<file path="src/rtl/ps2_lcd_pkg.sv">
// Shared types and constants for the PS/2 keyboard to LCD line editor.
// Holds FSM states, key classes, LCD command words and small helpers.
package ps2_lcd_pkg;

    typedef enum logic [3:0] {
        S_INIT          = 4'd0,
        S_INIT_WAIT     = 4'd1,
        S_IDLE          = 4'd2,
        S_SET_LINE      = 4'd3,
        S_SET_LINE_WAIT = 4'd4,
        S_ROM_WAIT      = 4'd5,
        S_ISSUE_CHAR    = 4'd6,
        S_CHAR_WAIT     = 4'd7,
        S_FLUSH_DONE    = 4'd8
    } state_t;

    typedef enum logic [2:0] {
        K_SHIFT_L = 3'd0,
        K_SHIFT_R = 3'd1,
        K_BKSP    = 3'd2,
        K_ENTER   = 3'd3,
        K_PRINT   = 3'd4
    } key_class_t;

    localparam logic [7:0] KEY_LSHIFT = 8'h12;
    localparam logic [7:0] KEY_RSHIFT = 8'h59;
    localparam logic [7:0] KEY_BKSP   = 8'h66;
    localparam logic [7:0] KEY_ENTER  = 8'h5A;
    localparam logic [7:0] KEY_SPACE  = 8'h29;

    localparam logic [8:0] LCD_FUNC_SET = 9'h038;
    localparam logic [8:0] LCD_DISP_ON  = 9'h00C;
    localparam logic [8:0] LCD_CLEAR    = 9'h001;
    localparam logic [8:0] LCD_ENTRY    = 9'h006;

    function automatic logic [8:0] init_cmd(input logic [1:0] step);
        logic [8:0] cmd;
        case (step)
            2'd0:    cmd = LCD_FUNC_SET;
            2'd1:    cmd = LCD_DISP_ON;
            2'd2:    cmd = LCD_CLEAR;
            default: cmd = LCD_ENTRY;
        endcase
        return cmd;
    endfunction

    // DDRAM address command for the start of LCD line 0 or 1
    function automatic logic [8:0] line_instr(input logic sel);
        return {2'b01, sel, 6'h00};
    endfunction

endpackage

</file>
<file path="src/rtl/ps2_lcd_line_editor_key_filter.sv">
// Turns the PS/2 controller's level-style ready into single make-code events,
// classifies them, and flags events that arrive while the editor cannot take them.
module ps2_key_filter
    import ps2_lcd_pkg::*;
(
    input  logic       CLOCK_50_I,
    input  logic       resetn,
    input  logic [7:0] ps2_code,
    input  logic       ps2_code_ready,
    input  logic       ps2_make_code,
    input  logic       hold,
    output logic       key_valid,
    output key_class_t key_class,
    output logic [7:0] key_code,
    output logic       key_dropped
);

    logic ready_q;
    logic make_edge;

    assign make_edge = ps2_code_ready & ~ready_q & ps2_make_code;
    assign key_valid = make_edge & ~hold;
    assign key_code  = ps2_code;

    always_ff @(posedge CLOCK_50_I or negedge resetn) begin
        if (!resetn) begin
            ready_q     <= 1'b0;
            key_dropped <= 1'b0;
        end else begin
            ready_q     <= ps2_code_ready;
            key_dropped <= make_edge & hold;
        end
    end

    always_comb begin
        key_class = K_PRINT;
        case (ps2_code)
            KEY_LSHIFT: key_class = K_SHIFT_L;
            KEY_RSHIFT: key_class = K_SHIFT_R;
            KEY_BKSP:   key_class = K_BKSP;
            KEY_ENTER:  key_class = K_ENTER;
            default:    key_class = K_PRINT;
        endcase
    end

endmodule

</file>
<file path="src/rtl/ps2_lcd_line_editor.sv">
// Keyboard line editor: buffers make-codes into one line, then writes the line
// through the external translation ROM onto alternating LCD lines.
module ps2_lcd_line_editor
    import ps2_lcd_pkg::*;
#(
    parameter int LINE_LEN  = 16,
    parameter int NUM_LINES = 2,
    localparam int FW = $clog2(LINE_LEN + 1),
    localparam int MW = (LINE_LEN > 1) ? $clog2(LINE_LEN) : 1
)(
    input  logic          CLOCK_50_I,
    input  logic          resetn,
    input  logic [7:0]    ps2_code,
    input  logic          ps2_code_ready,
    input  logic          ps2_make_code,
    output logic [8:0]    rom_address,
    input  logic [7:0]    rom_q,
    output logic          lcd_start,
    output logic [8:0]    lcd_instruction,
    input  logic          lcd_done,
    output logic [FW-1:0] fill_count,
    output logic [MW-1:0] match_count,
    output logic          match_valid,
    output logic          busy,
    output logic          key_dropped,
    output logic [3:0]    dbg_state
);

    localparam int IW = MW;
    localparam logic [IW-1:0] LAST_IDX = IW'(LINE_LEN - 1);

    state_t state, state_nxt;

    logic [7:0]          buf_code [LINE_LEN];
    logic [LINE_LEN-1:0] buf_caps;
    logic [7:0]          eff_code [LINE_LEN];
    logic [LINE_LEN-1:0] eff_caps;

    logic          caps;
    logic          line_sel;
    logic [1:0]    init_idx;
    logic [IW-1:0] idx;
    logic          start_d;
    logic          line_full;
    logic          flushing;
    logic          done_ok;
    logic [MW-1:0] match_calc;
    logic [IW-1:0] wr_ptr;

    logic       issue;
    logic [8:0] issue_word;
    logic       init_adv;
    logic       idx_adv;
    logic       flush_end;

    logic       key_valid;
    key_class_t key_class;
    logic [7:0] key_code;

    assign line_full = (fill_count == FW'(LINE_LEN));
    assign busy      = (state != S_IDLE);
    assign dbg_state = state;
    assign wr_ptr    = fill_count[IW-1:0];
    assign flushing  = state inside {S_SET_LINE, S_SET_LINE_WAIT, S_ROM_WAIT,
                                     S_ISSUE_CHAR, S_CHAR_WAIT, S_FLUSH_DONE};

    // LCD handshake: lcd_start is a one-cycle strobe with lcd_instruction valid
    // in the same cycle; lcd_done is honoured only once the strobe cycle and the
    // cycle after it have passed, and the next strobe follows the accepted done.
    assign done_ok = lcd_done & ~lcd_start & ~start_d;

    ps2_key_filter u_key_filter (
        .CLOCK_50_I     (CLOCK_50_I),
        .resetn         (resetn),
        .ps2_code       (ps2_code),
        .ps2_code_ready (ps2_code_ready),
        .ps2_make_code  (ps2_make_code),
        .hold           (busy | line_full),
        .key_valid      (key_valid),
        .key_class      (key_class),
        .key_code       (key_code),
        .key_dropped    (key_dropped)
    );

    // Positions past the fill point read as unshifted spaces
    always_comb begin
        for (int i = 0; i < LINE_LEN; i++) begin
            if (FW'(i) < fill_count) begin
                eff_code[i] = buf_code[i];
                eff_caps[i] = buf_caps[i];
            end else begin
                eff_code[i] = KEY_SPACE;
                eff_caps[i] = 1'b0;
            end
        end
    end

    always_comb begin
        match_calc = '0;
        for (int i = 1; i < LINE_LEN; i++) begin
            if (eff_code[i] == eff_code[0]) match_calc = match_calc + MW'(1);
        end
    end

    assign rom_address = flushing ? {eff_caps[idx], eff_code[idx]} : {caps, ps2_code};

    always_ff @(posedge CLOCK_50_I or negedge resetn) begin
        if (!resetn) state <= S_INIT;
        else         state <= state_nxt;
    end

    always_comb begin
        state_nxt  = state;
        issue      = 1'b0;
        issue_word = 9'h000;
        init_adv   = 1'b0;
        idx_adv    = 1'b0;
        flush_end  = 1'b0;
        case (state)
            S_INIT: begin
                issue      = 1'b1;
                issue_word = init_cmd(init_idx);
                state_nxt  = S_INIT_WAIT;
            end
            S_INIT_WAIT: begin
                if (done_ok) begin
                    init_adv  = 1'b1;
                    state_nxt = (init_idx == 2'd3) ? S_IDLE : S_INIT;
                end
            end
            S_IDLE: begin
                if (line_full ||
                    (key_valid && key_class == K_ENTER && fill_count != '0))
                    state_nxt = S_SET_LINE;
            end
            S_SET_LINE: begin
                issue      = 1'b1;
                issue_word = line_instr(line_sel);
                state_nxt  = S_SET_LINE_WAIT;
            end
            S_SET_LINE_WAIT: begin
                if (done_ok) state_nxt = S_ROM_WAIT;
            end
            S_ROM_WAIT: begin
                state_nxt = S_ISSUE_CHAR;
            end
            S_ISSUE_CHAR: begin
                issue      = 1'b1;
                issue_word = {1'b1, rom_q};
                state_nxt  = S_CHAR_WAIT;
            end
            S_CHAR_WAIT: begin
                if (done_ok) begin
                    if (idx == LAST_IDX) begin
                        state_nxt = S_FLUSH_DONE;
                    end else begin
                        idx_adv   = 1'b1;
                        state_nxt = S_ROM_WAIT;
                    end
                end
            end
            S_FLUSH_DONE: begin
                flush_end = 1'b1;
                state_nxt = S_IDLE;
            end
            default: state_nxt = S_INIT;
        endcase
    end

    always_ff @(posedge CLOCK_50_I or negedge resetn) begin
        if (!resetn) begin
            lcd_start       <= 1'b0;
            lcd_instruction <= 9'h000;
            start_d         <= 1'b0;
            init_idx        <= 2'd0;
            idx             <= '0;
            line_sel        <= 1'b0;
            caps            <= 1'b0;
            fill_count      <= '0;
            match_count     <= '0;
            match_valid     <= 1'b0;
        end else begin
            lcd_start <= issue;
            start_d   <= lcd_start;
            if (issue) lcd_instruction <= issue_word;
            if (init_adv) init_idx <= init_idx + 2'd1;

            if (idx_adv)        idx <= idx + IW'(1);
            else if (flush_end) idx <= '0;

            if (flush_end) begin
                line_sel    <= (NUM_LINES == 2) ? ~line_sel : 1'b0;
                fill_count  <= '0;
                match_count <= match_calc;
                match_valid <= 1'b1;
            end else if (key_valid) begin
                case (key_class)
                    K_SHIFT_L: caps <= 1'b1;
                    K_SHIFT_R: caps <= 1'b0;
                    K_BKSP: begin
                        if (fill_count != '0) fill_count <= fill_count - FW'(1);
                    end
                    K_PRINT: begin
                        fill_count  <= fill_count + FW'(1);
                        match_valid <= 1'b0;
                    end
                    default: ;
                endcase
            end
        end
    end

    // The line store needs no reset: only positions below fill_count are read.
    always_ff @(posedge CLOCK_50_I) begin
        if (key_valid && key_class == K_PRINT) begin
            buf_code[wr_ptr] <= key_code;
            buf_caps[wr_ptr] <= caps;
        end
    end

endmodule

</file>
<file path="config.mk">
export PLATFORM = sky130hd
export DESIGN_NAME = ps2_lcd_line_editor
export DESIGN_NICKNAME = d
export VERILOG_FILES = /design/src/rtl/ps2_lcd_pkg.sv /design/src/rtl/ps2_lcd_line_editor_key_filter.sv /design/src/rtl/ps2_lcd_line_editor.sv
export SDC_FILE = /design/constraint.sdc
export NUM_CORES = 1
export LEC_CHECK = 0
export ABC_AREA = 0
export CAP_MARGIN = 20
export CORE_ASPECT_RATIO = 1.4
export CORE_MARGIN = 4
export CORE_UTILIZATION = 45
export CTS_BUF_LIST = sky130_fd_sc_hd__clkbuf_2 sky130_fd_sc_hd__clkbuf_4 sky130_fd_sc_hd__clkbuf_8
export CTS_CLUSTER_SIZE = 12
export DETAILED_ROUTE_END_ITERATION = 16
export GPL_ROUTABILITY_DRIVEN = 0
export SLEW_MARGIN = 10
export SYNTH_ARGS = -nofsm -noshare
export SYNTH_HDL_FRONTEND = slang
export SYNTH_SLANG_ARGS = --single-unit
</file>
<file path="constraint.sdc">
create_clock -name CLOCK_50_I -period 13.91 [get_ports CLOCK_50_I]
set_clock_uncertainty 0.2 [all_clocks]
set_input_delay 1.391 -clock CLOCK_50_I [delete_from_list [all_inputs] [get_ports CLOCK_50_I]]
set_output_delay 1.391 -clock CLOCK_50_I [all_outputs]
set_load 0.02 [all_outputs]
</file>
==> impl_metrics.py, run 1 <==
metrics = {
    "synth": {
        "syn-num-nets": 1224,
        "async_reset_ff_share_pct": 19.6,
        "synth_ff_type": "edfxtp_1",
        "ys_ff_latch": 179,
        "synth_cell_types": 88,
        "synthXorXnorAreaFrac_pct": 7.88,
        "synthSimpleGateAreaFrac_pct": 14.8,
        "synthTopCellsByArea": "edfxtp_1, dfrtp_1, xnor2_1",
        "syn_area_um2": 11700,
        "synthAdderAreaFrac_pct": 2.67,
        "synth_edf_count": 144,
        "synth_top_family_by_area": "compound AO/OA/AOI/OAI gates",
        "synth_compound_area_share_pct": 22.8,
        "ys_seq_area_share_pct": 44.4,
        "ys_warn_count": 0,
        "avgSynthCellArea_um2": 9.93,
        "synth.largest_area_cell": "edfxtp_1",
        "netlist.area_leader.share_pct": 37.0,
        "synthCells": 1178,
        "muxShareOfSynthArea_pct": 2.37,
    },
    "setup_path": {
        "cp-start-kind": "register",
        "crit_required_ns": 14.07,
        "crit_top_cell": "ha_1",
        "end_kind": "register",
        "worstPathMaxFanout": 28,
        "crit_arrival_ns": 11.02,
        "slowest_delay_ns": 0.70,
        "crit_path_top_delay_cell": "dfrtp_1",
        "crit_type": "register to register",
    },
    "layout": {
        "n_antenna_cell": 0,
        "nNetsFinal": 1247,
        "area_growth_pct": 10.2,
        "final_cell_mix": "edfxtp_1, a21oi_1, nor2_1",
        "drive_above_1_share_pct": 9.64,
        "final_common_cell": "edfxtp_1",
    },
    "clock_tree": {
        "tritoncts": "yes",
        "cts_buffers": 17,
        "cts_buffer_depth": 2,
        "postCtsHoldBufs": 0,
        "clockRootBuffer": "clkbuf_8",
        "postCtsSetupBuffers": 0,
        "clk_pin_slew_ns": 0.10,
        "cts_num_sinks": 179,
        "htreeDepth": 4,
        "insertion_delay_ns": 0.49,
        "post_cts_resize_count": 0,
    },
    "route": {
        "remaining_drc_errors": 0,
        "drt-pass1-iter-count": 5,
        "antenna_left": 0,
        "post_drt_wl_per_cell_um": 24.8,
        "drtIter0Drc": 1056,
        "drt_wl_total_um": 38000,
        "detailroute.via_count": 9911,
        "vias_per_cell": 6.47,
    },
    "place": {
        "dp_hpwl_um": 26800,
        "port_buffers": 55,
    },
    "timing": {
        "worst_slew_pin_slew_ns": 0.957,
        "max_freq_mhz": 92.1,
        "min_period_over_period_pct": 78.1,
        "slew_violations": 0,
        "timing_hold_violations_final": 0,
        "setup_viol_count_final": 0,
        "grt_setup_unrepaired": "no",
        "fin_setup_tns_ns": 0,
        "max-slew-margin-rel_pct": 36.2,
        "min_period_ns": 10.86,
    },
    "hold_path": {
        "worstHoldPathType": "register to register",
    },
    "floorplanning": {
        "die_area_um2": 28700,
        "die_x_um": 144,
        "placeableCoreArea_um2": 25500,
        "initial_core_util_pct": 45.9,
        "rows": 69,
        "io_pins": 56,
        "die_h_um": 199,
    },
    "status": {
        "status": "complete, no violations",
    },
    "global_routing": {
        "grt_first_pass_wirelength_um": 58000,
        "antenna_found_initial": 1,
        "grt_use_total_pct": 27.1,
        "grt-ovfl-total": 0,
        "grt_pass1_vias": 9723,
        "grt_max_degree": 76,
    },
    "pwr": {
        "design_power_total_mw": 2.15,
        "vdd_ir_drop_max_uv": 93.2,
        "power_leakage_nw": 4.45,
        "p_per_area_nw_per_um2": 167,
    },
    "job": {
        "cap_viol_max_count": 0,
    },
}
synthesized netlist by cell type, types with 5 or more instances:
cell / instances
and4_1: 7
o31a_1: 5
a21oi_1: 76
a31oi_1: 41
o21a_1: 6
dfrtp_1: 35
a2bb2oi_1: 5
buf_1: 10
o31ai_1: 6
nor4_1: 21
o22ai_1: 59
or3_1: 6
ha_1: 25
xnor2_1: 70
nand2b_1: 11
nand3_1: 17
a32oi_1: 12
nand2_1: 68
nor3_1: 21
nor2b_1: 36
o221ai_1: 11
and2_1: 15
xor2_1: 12
mux2_2: 10
o21ai_0: 60
o211ai_1: 14
clkbuf_1: 46
mux4_2: 6
a22oi_1: 25
nor2_1: 72
nand4_1: 9
or2_2: 13
and3_1: 9
inv_1: 67
buf_2: 16
edfxtp_1: 144
a221oi_1: 27
kinds of logic (layout without fill, tap and decap cells):
group | Yosys count | after routing
muxes | 19 | 19
DFF | 179 | 179
buffers and inverters | 144 | 180
adders and majority gates | 25 | 25
AOI/OAI and AO/OA | 392 | 392
xor gates and xnor gates | 92 | 92
and+or+nand+nor | 327 | 327
sequential cells by signal, summed over array words and instances (netlist names), 2 cells and up:
name / count
buf_code: 128
buf_caps: 16
lcd_instruction: 9
fill_count: 5
dbg_state: 4
idx: 4
match_count: 4
init_idx: 2
cell type report:
| class | instances | area (um^2) |
|---|---|---|
| Fill cell | 2295 | 12600 |
| Inverter | 67 | 251 |
| Timing Repair Buffer | 81 | 741 |
| Sequential cell | 179 | 5200 |
| Clock buffer | 18 | 241 |
| Multi-Input combinational cell | 855 | 5910 |
| Clock inverter | 14 | 149 |
| Tap cell | 319 | 399 |
metal layers:
| layer | global-route usage, % | part of all wire (%) |
|---|---|---|
| met4 | 15.2 | 5.9 |
| met1 | 32.9 | 38 |
| met2 | 45.7 | 49 |
| met3 | 4.33 | 6.7 |
| met5 | 0 | 0.026 |
worst paths after layout:
kind	depth (start not counted)	endpoint	slack, ns	startpoint
setup / recovery	45	match_count[2]	3.05	fill_count[2]
hold / removal	0	start_d	0.22	lcd_start
setup reg to reg	45	match_count[2]	3.05	fill_count[2]
hold reg to reg	0	start_d	0.22	lcd_start
max in group asynchronous	1	idx[1]	12.02	resetn
min in group asynchronous	1	match_count[0]	0.84	resetn
stage by stage:
stage	setup WS [ns]	util, %	cell area [um^2]	hold slack [ns]	instances
3_3_place_gp	3.45	49.1	12500	0.194	1500
2_1_floorplan	3.70	-	11700	0.210	1178
5_1_grt	2.26	50.6	12900	0.252	1533
6_report	3.05	50.6	12900	0.220	1533
3_5_place_dp	3.15	49.1	12500	0.198	1501
4_1_cts	3.13	50.6	12900	0.222	1533
worst max-delay path, delay by kind of cell, from the launching register on:
family,cells,cell delay [ns]
AOI/OAI and AO/OA,9,1.97
xor gates and xnor gates,3,0.54
adders and majority gates,13,3.66
buffers and inverters,3,0.26
DFF,1,0.70
muxes,3,0.86
and+or+nand+nor,14,2.54
report_power, final:
group          switching [mW]  internal [mW]  leakage [nW]
Combinational           0.659          0.462          2.47
Sequential             0.0581          0.607          1.78
Clock                   0.202          0.164         0.197
Power figures use the tool's default switching activity.
==> inputs of run 2 (changes only) <==
clock period = 9.5 ns   (was 13.91 ns; I/O delays follow)
==> run 2 against run 1 <==
Effect of this change:
- maximum frequency grew 19%
- wire length up 3.0%
- register-to-register slack got worse by 2.7 ns
- critical path type unchanged
- sequential cell count unchanged
- clock power grew 43%
- worst setup slack worse by 2.7 ns
- final area grew 4.6%
- total power up 62%
- global-route usage is 0.12 points higher
- largest cell class unchanged
==> impl_metrics.py, run 2 (synthesized netlist as in run 1, its figures left out) <==
metrics = {
    "clock_tree": {
        "htreeDepth": 4,
        "cts_buffers": 17,
        "tritoncts": "yes",
        "postCtsHoldBufs": 0,
        "clockRootBuffer": "clkbuf_8",
        "cts_buffer_depth": 2,
        "clk_pin_slew_ns": 0.10,
        "insertion_delay_ns": 0.48,
        "cts_num_sinks": 179,
    },
    "floorplanning": {
        "die_h_um": 199,
        "die_x_um": 144,
        "rows": 69,
        "placeableCoreArea_um2": 25500,
        "io_pins": 56,
        "initial_core_util_pct": 45.9,
        "die_area_um2": 28700,
    },
    "timing": {
        "max_freq_mhz": 109,
        "whs_ns": 0.219,
        "min_period_over_period_pct": 96.3,
        "max-slew-margin-rel_pct": 23.7,
        "fin_setup_tns_ns": 0,
        "slew_violations": 0,
        "min_period_ns": 9.15,
        "setup_viol_count_final": 0,
        "timing_hold_violations_final": 0,
        "worst_slew_pin_slew_ns": 1.14,
    },
    "pwr": {
        "vdd_ir_drop_max_uv": 139,
        "p_per_area_nw_per_um2": 258,
        "power_leakage_nw": 4.72,
    },
    "setup_path": {
        "crit_required_ns": 9.65,
        "end_kind": "register",
        "crit_buf_inv": 3,
        "cp-start-kind": "register",
        "rr_worst_depth": 45,
        "slowest_delay_ns": 0.52,
        "crit_cells": 45,
        "crit_type": "register to register",
        "worst-r2r-setup-slack_ns": 0.35,
        "critPathTopFamily": "adder cells",
        "crit_path_top_delay_cell": "or4_1",
        "r2r_start": "buf_code[1][7]",
        "crit_arrival_ns": 9.30,
        "rr_endpoint": "match_count[2]",
        "crit_top_cell": "ha_4",
        "worstPathMaxFanout": 3,
    },
    "layout": {
        "final_cell_mix": "edfxtp_1, buf_4, a21oi_1",
        "final_common_cell": "edfxtp_1",
        "area_growth_pct": 15.3,
        "n_antenna_cell": 0,
        "multi_input_comb_area_um2": 6120,
        "largest_register": "buf_code",
        "top_regs": "buf_code (128), buf_caps (16), lcd_instruction (9)",
        "ff_latch_area_um2": 5200,
        "nFillCells": 2259,
        "nNetsFinal": 1298,
        "largest_reg_flops": 128,
        "drive_above_1_share_pct": 15.7,
    },
    "route": {
        "vias_per_cell": 6.45,
        "remaining_drc_errors": 0,
        "post_drt_wl_per_cell_um": 24.7,
        "antenna_left": 0,
        "detailroute.via_count": 10219,
        "drt_wl_total_um": 39100,
        "drtIter0Drc": 1245,
        "drt-pass1-iter-count": 5,
    },
    "global_routing": {
        "grt_pass1_vias": 9691,
        "grt_first_pass_wirelength_um": 58400,
        "grt-ovfl-total": 0,
        "grt_max_degree": 47,
        "grt_use_total_pct": 27.2,
        "antenna_found_initial": 0,
    },
    "hold_path": {
        "whs_endpoint": "start_d",
        "worstHoldPathType": "register to register",
        "hold_depth": 0,
        "hp-start": "lcd_start",
    },
    "place": {
        "port_buffers": 55,
        "dp_hpwl_um": 27700,
    },
    "job": {
        "cap_viol_max_count": 0,
    },
    "status": {
        "status": "complete, no violations",
    },
}
[run 2: changes by cell type in the layout (fill, tap and decap cells not counted), moves of 4 or more]
cell / before / now
nand2_2: 1 / 5
nand2_1: 68 / 64
ha_1: 25 / 16
ha_4: 0 / 7
buf_4: 26 / 76
a21oi_1: 76 / 72
[run 2: worst max path at each step]
stage | startpoint | slack, ns | to
final | buf_code[1][7] | 0.35 | match_count[2]
after global routing | fill_count[2] | -0.04 | match_count[2]
after CTS | buf_code[1][4] | 0.04 | match_count[2]
after detailed placement | fill_count[2] | -0.14 | match_count[2]
after global placement | fill_count[2] | 0.04 | match_count[2]
after floorplan | buf_code[0][4] | 0.05 | match_count[2]
[run 2: per-layer routing]
metal  share of wire (%)  global-route usage (%)
met1                  39                    33.4
met2                  49                    46.1
met3                 7.0                    4.62
met4                 5.4                    13.6
met5                   0                       0
[run 2: report_power, final]
group          internal [mW]  switching (mW)  total (mW)  leakage (nW)
Clock                  0.234           0.290       0.524         0.181
Sequential             0.890          0.0721       0.962          1.78
Combinational          0.897            1.10        2.00          2.75
[run 2: worst reg2reg max path, delay by kind of cell, from the launching register on]
family / cells / cell delay [ns]
AO/OA/AOI/OAI: 11 / 1.88
adder cells (fa/ha/maj): 13 / 3.12
flip-flops: 1 / 0.41
buffers and inverters: 3 / 0.19
multiplexers: 3 / 0.84
XOR/XNOR: 2 / 0.24
AND/OR/NAND/NOR: 13 / 2.15
[run 2: repair_timing]
item | in CTS | in global routing
buffers inserted | 4 | 1
pin swaps | 4 | 17
resized for setup | 6 | 19
endpoints found under the setup margin | 2 | 3
[run 2: final cells by class]
class	instances	area share (%)
timing repair buffer	132	8.42
tap	319	2.96
inverter	67	1.86
multi-input combinational	855	45.4
clock inverter	14	1.02
clock buffer	18	1.79
sequential	179	38.6
[run 2: per-stage QoR]
stage | cells | power (mW) | worst slack, ns | utilization, % | cell area, um^2
floorplan | 1178 | 2.18 | 0.0511 | - | 11900
global placement | 1546 | 2.79 | 0.0429 | 50.8 | 12900
detailed placement | 1547 | 2.81 | -0.138 | 50.8 | 12900
CTS | 1583 | 3.35 | 0.0436 | 52.5 | 13400
global route | 1584 | 3.69 | -0.0417 | 53.0 | 13500
finish | 1584 | 3.48 | 0.350 | 53.0 | 13500
